`src/rtl/dii_package.sv`:
```
// Shared DII flit format and TYPE encodings. The demux and the register-access
// stage both use these so their routing decisions always agree.
package dii_package;

  typedef struct packed {
    logic        valid;
    logic        last;
    logic [15:0] data;
  } dii_flit;

  // TYPE lives in bits 15:14 of the second flit of every packet.
  localparam logic [1:0] TYPE_REG   = 2'b00;
  localparam logic [1:0] TYPE_PLAIN = 2'b01;
  localparam logic [1:0] TYPE_EVENT = 2'b10;
  localparam logic [1:0] TYPE_TRACE = 2'b11;

endpackage

```
`src/rtl/osd_regaccess_type_demux.sv`:
```
// Steers each DII packet to the register-access port or the bypass port,
// based on the TYPE field of its second flit.
module osd_regaccess_type_demux
  import dii_package::*;
#(
  parameter logic [1:0] REG_TYPE = TYPE_REG
) (
  input  logic       clk,
  input  logic       rst_n,
  input  dii_flit    debug_in,
  output logic       debug_in_ready,
  output dii_flit    out_reg,
  input  logic       out_reg_ready,
  output dii_flit    out_bypass,
  input  logic       out_bypass_ready,
  output logic [2:0] state_dbg_o
);

  // Handshake: a flit moves on any port in a cycle where valid and ready are
  // both high; valid/last/data stay stable while valid=1 and ready=0.

  typedef enum logic [2:0] {
    S_HDR0         = 3'd0,
    S_HDR1         = 3'd1,
    S_REPLAY0      = 3'd2,
    S_REPLAY0_LAST = 3'd3,
    S_REPLAY1      = 3'd4,
    S_PASS         = 3'd5
  } state_e;

  state_e      state_q, state_d;
  logic        route_q, route_d;   // 1 = out_reg, 0 = out_bypass
  logic [15:0] buf0_q, buf0_d;
  logic [16:0] buf1_q, buf1_d;     // {last, data}

  dii_flit sel_flit;
  logic    in_ready;
  logic    sel_ready;

  assign sel_ready   = route_q ? out_reg_ready : out_bypass_ready;
  assign state_dbg_o = state_q;

  always_ff @(posedge clk or negedge rst_n) begin
    if (!rst_n) begin
      state_q <= S_HDR0;
      route_q <= 1'b0;
      buf0_q  <= '0;
      buf1_q  <= '0;
    end else begin
      state_q <= state_d;
      route_q <= route_d;
      buf0_q  <= buf0_d;
      buf1_q  <= buf1_d;
    end
  end

  always_comb begin
    state_d = state_q;
    route_d = route_q;
    buf0_d  = buf0_q;
    buf1_d  = buf1_q;
    case (state_q)
      S_HDR0: begin
        if (debug_in.valid) begin
          buf0_d = debug_in.data;
          if (debug_in.last) begin
            // A lone flit has no TYPE field; it is treated as bypass traffic.
            route_d = 1'b0;
            state_d = S_REPLAY0_LAST;
          end else begin
            state_d = S_HDR1;
          end
        end
      end
      S_HDR1: begin
        if (debug_in.valid) begin
          buf1_d  = {debug_in.last, debug_in.data};
          route_d = (debug_in.data[15:14] == REG_TYPE);
          state_d = S_REPLAY0;
        end
      end
      S_REPLAY0: begin
        if (sel_ready) state_d = S_REPLAY1;
      end
      S_REPLAY0_LAST: begin
        if (sel_ready) state_d = S_HDR0;
      end
      S_REPLAY1: begin
        if (sel_ready) state_d = buf1_q[16] ? S_HDR0 : S_PASS;
      end
      S_PASS: begin
        if (debug_in.valid && sel_ready && debug_in.last) state_d = S_HDR0;
      end
      default: state_d = S_HDR0;
    endcase
  end

  always_comb begin
    sel_flit = '0;
    in_ready = 1'b0;
    case (state_q)
      S_HDR0, S_HDR1: in_ready = 1'b1;
      S_REPLAY0: begin
        sel_flit.valid = 1'b1;
        sel_flit.data  = buf0_q;
      end
      S_REPLAY0_LAST: begin
        sel_flit.valid = 1'b1;
        sel_flit.last  = 1'b1;
        sel_flit.data  = buf0_q;
      end
      S_REPLAY1: begin
        sel_flit.valid = 1'b1;
        sel_flit.last  = buf1_q[16];
        sel_flit.data  = buf1_q[15:0];
      end
      S_PASS: begin
        sel_flit = debug_in;
        in_ready = sel_ready;
      end
      default: begin
        sel_flit = '0;
        in_ready = 1'b0;
      end
    endcase
  end

  // The reset gate keeps the input from looking ready while rst_n is low.
  assign debug_in_ready = in_ready & rst_n;
  assign out_reg        = route_q ? sel_flit : '0;
  assign out_bypass     = route_q ? '0 : sel_flit;

endmodule

```
`config.mk`:
```
export PLATFORM = sky130hd
export DESIGN_NAME = osd_regaccess_type_demux
export DESIGN_NICKNAME = d
export VERILOG_FILES = /design/src/rtl/dii_package.sv /design/src/rtl/osd_regaccess_type_demux.sv
export SDC_FILE = /design/constraint.sdc
export NUM_CORES = 1
export LEC_CHECK = 0
export CORE_UTILIZATION = 47
export CTS_CLUSTER_DIAMETER = 100
export CTS_CLUSTER_SIZE = 24
export DETAILED_ROUTE_END_ITERATION = 7
export PLACE_DENSITY = 0.9
export SLEW_MARGIN = 25
export SYNTH_ARGS = -nofsm -noshare
export SYNTH_HDL_FRONTEND = slang
export SYNTH_SLANG_ARGS = --single-unit
export TNS_END_PERCENT = 10
```
`constraint.sdc`:
```
create_clock -name clk -period 2.4 [get_ports clk]
set_input_delay 0.48 -clock clk [delete_from_list [all_inputs] [get_ports clk]]
set_output_delay 0.48 -clock clk [all_outputs]
set_load 0.02 [all_outputs]
```
==> results of run 1 <==
==> registers in the layout (all words and copies together), names as in the netlist <==
register and cells:
buf1_q 17, state_dbg_o 3, buf0_q 16, route_q 1
==> worst reg2reg max path: stages (launching register included) <==
cell,delay (ns)
dfrtp_1,0.41
buf_6,0.20
inv_2,0.08
nor4b_4,0.31
buf_12,0.20
mux2_2,0.37
==> final cells by class <==
class | count | area share
Multi-Input combinational cell | 150 | 0.361
Sequential cell | 37 | 0.311
Timing Repair Buffer | 84 | 0.259
Clock buffer | 5 | 0.0231
Clock inverter | 3 | 0.0231
Tap cell | 50 | 0.0210
Inverter | 2 | 0.00252
==> power groups by stage <==
stage | clock network [uW] | logic, uW | registers, uW
detailed placement | 0 | 2260 | 1120
global route | 691 | 2290 | 1160
finish | 654 | 2110 | 1120
floorplan | 0 | 1450 | 1090
global placement | 0 | 2210 | 1100
CTS | 665 | 2140 | 1120
==> stage by stage <==
stage | power [uW] | utilization | TNS, ns | cell area [sq um]
3_3_place_gp | 3310 | 0.694 | -0.0188 | 2880
5_1_grt | 4140 | 0.720 | 0 | 2980
3_5_place_dp | 3380 | 0.694 | -0.532 | 2880
2_1_floorplan | 2540 | - | 0 | 2090
6_report | 3880 | 0.720 | 0 | 2980
4_1_cts | 3920 | 0.718 | 0 | 2970
==> cells in the final DEF (no fill, tap or decap), drive strengths merged <==
| cell type | netlist | layout |
|---|---|---|
| nand2b | 4 | 4 |
| dlymetal6s2s | 0 | 3 |
| o31ai | 1 | 1 |
| mux2 | 33 | 33 |
| o22ai | 1 | 1 |
| and3b | 1 | 1 |
| dlygate4sd2 | 0 | 34 |
| and3 | 1 | 1 |
| a21oi | 21 | 21 |
| nor4b | 2 | 2 |
| o21ai | 4 | 4 |
| o211ai | 1 | 1 |
| clkdlybuf4s50 | 0 | 23 |
| o32a | 1 | 1 |
| mux2i | 18 | 18 |
| clkbuf | 4 | 5 |
| buf | 11 | 24 |
| bufinv | 0 | 2 |
| nand2 | 4 | 4 |
| nor2b | 19 | 19 |
| dfrtp | 37 | 37 |
| nor2 | 39 | 39 |
| inv | 2 | 3 |
==> layer usage <==
| layer | share of wire | track usage |
|---|---|---|
| met5 | 0 | 0 |
| met4 | 0.026 | 0.135 |
| met3 | 0.055 | 0.0691 |
| met2 | 0.51 | 0.360 |
| met1 | 0.41 | 0.263 |
==> cells by family (layout without fill, tap and decap cells) <==
group,after synthesis,count (layout),share of synthesized area
mux,51,51,0.264
flops,37,37,0.442
buf+inv,17,94,0.0436
compound gates,29,29,0.0747
simple gates,70,70,0.176
==> what timing repair did <==
action / 4_1_cts / 5_1_grt
hold buffers: 0 / 0
endpoints found under the hold margin: 0 / 0
endpoints found under the setup margin: 34 / 3
resized for setup: 35 / 3
==> final timing paths <==
| check | to | slack (ns) | cells after the start |
|---|---|---|---|
| max | out_reg[12] | 0.13 | 6 |
| min | buf1_q[13]$_DFFE_PN0P_ | 0.24 | 2 |
| max reg2reg | buf1_q[9]$_DFFE_PN0P_ | 0.72 | 5 |
| min reg2reg | buf1_q[15]$_DFFE_PN0P_ | 0.49 | 1 |
| max in group asynchronous | buf0_q[3]$_DFFE_PN0P_ | 1.84 | 2 |
| min in group clk | buf1_q[15]$_DFFE_PN0P_ | 0.49 | 1 |
==> metrics.md, run 1 <==
| Metric | Value |
|---|---|
| Worst-path clk slew | `0.08 ns` |
| Critical-path cell list | `clkdlybuf4s50_1 > mux2i_1 > nor2_1 > a21oi_1 > nor2b_1 > dlygate4sd2_1` |
| Clock sinks | `37` |
| Setup ws final | `0.130 ns` |
| First-pass GRT wire length | `7420 um` |
| WL per Instance | `14.5 um` |
| Yosys top cell area share | `0.442` |
| Pin count of the biggest net entering global routing | `38` |
| Number of fillers in the final layout | `300` |
| Slew HR | `0.704` |
| DRC violations left | `0` |
| Max Cap Violations | `0` |
| # H-tree levels | `2` |
| Via-per-instance ratio | `5.28` |
| Drt pass-1 iters | `4` |
| Reg power frac | `0.288` |
| Ys Warns | `0` |
| Buffers on Ports | `61` |
| Inserted Clock Buffers | `5` |
| Num rows | `23` |
| Post-synth EDFFs | `0` |
| Die W | `68.7 um` |
| Pint | `2380 uW` |
| Status | `complete, no violations` |
| Worst Path Max Fanout | `3` |
| Worst min-delay path class | `input port to async pin` |
| Count of state elements after synthesis | `37` |
| Post-CTS Setup Bufs | `0` |
| Hold Vio Cnt, Final | `0` |
| Routed WL | `4820 um` |
| Clock network fraction of total power | `0.168` |
| Largest area contributor in the netlist | `dfrtp_1` |
| Crit-path slowest cell | `clkdlybuf4s50_1` |
| Logic pwr share | `0.544` |
| Delay of the slowest critical-path stage | `0.45 ns` |
| Max Freq | `0.441 GHz` |
| Mapped Cells | `204` |
| DP HPWL | `3490 um` |
| Core area | `4140 sq um` |
| Final setup viols | `0` |
| Async set-reset flop share out of synthesis | `1.00` |
| Initial antenna violation count | `0` |
| Routed via count | `1747` |
| R2r startpoint | `state_dbg_o[0]$_DFFE_PN0P_` |
| Layout Skew | `0.00656 ns` |
| NetSw | `1500 uW` |
| Skew-Pair Late Insertion Delay | `0.30 ns` |
| Mean Syn Cell Area | `10.3 sq um` |
| Post-route insts no fill | `331` |
| Gpl congestion | `0.833` |
| RSZ-0062 raised after global routing | `no` |
| Ant diodes | `0` |
| Hold WS | `0.244 ns` |
| Total GRT Usage | `0.224` |
| Antenna violation net count after detailed routing | `0` |
| I/O pins | `62` |
| Synth-to-layout area growth | `42.4%` |
| Storage cell area | `926 sq um` |
| Critical Path RT | `1.92 ns` |
| CTS max path bufs | `2` |
| CP Class | `input port to output pin` |
| CTS tree | `done` |
| Most common cell in the synthesized netlist | `nor2_1` |
| Arr. time, crit path | `1.79 ns` |
| Initial Utilization | `0.505` |
| Gr ovfl total | `0` |
| Total leakage power | `0.00147 uW` |
| Leading post-synthesis cells by cell area | `dfrtp_1, mux2_2, mux2i_1` |
| Least-Margin Pin Slew | `0.445 ns` |
| Placed Instances | `323` |
| Vias in the first global route | `1666` |
| Footprint of the multi-input gates | `1080 sq um` |
| Max-slew violations | `0` |
| Die Y-Extent | `68.7 um` |
| Fin crit share | `0.946` |
| Top FF cell, synth | `dfrtp_1` |
| DIE AREA | `4720 sq um` |
| Critical path launch point | `debug_in[12]` |
| Delay-heaviest family, CP | `buffers and inverters` |
| Distinct cells, synth | `24` |
| Final net count | `302` |
| Root Driver | `clkbuf_8` |
| Setup crit start kind | `input port` |
| Pwr Density | `1300 nW/um^2` |
| Maximum VDD drop | `0.796 mV` |
| Share of post-route cells with drive strength above 1 | `0.238` |
| Pre-CTS setup slack | `-0.118 ns` |
| Top cells by count, synth | `nor2_1, dfrtp_1, mux2_2` |
| Mapped Area | `2090 sq um` |
| WP buf/inv | `2` |
| Setup crit end kind | `output pin` |
| 1st-iter DRT viols | `78` |
| Sw frac | `0.387` |
| Crit path time final | `2.27 ns` |
| Post-synthesis sequential area ratio | `0.442` |
| Synth Net Count | `226` |
Power figures use the tool's default switching activity.
==> run 2, diff against run 1 <==
--- a/config.mk
+++ b/config.mk
@@ -10,7 +10,7 @@
 export CTS_CLUSTER_SIZE = 24
 export DETAILED_ROUTE_END_ITERATION = 7
 export PLACE_DENSITY = 0.9
-export SLEW_MARGIN = 25
+export SLEW_MARGIN = 40
 export SYNTH_ARGS = -nofsm -noshare
 export SYNTH_HDL_FRONTEND = slang
 export SYNTH_SLANG_ARGS = --single-unit
==> results of run 2 <==
Final layout, timing and power as in run 1 (identical DEF).
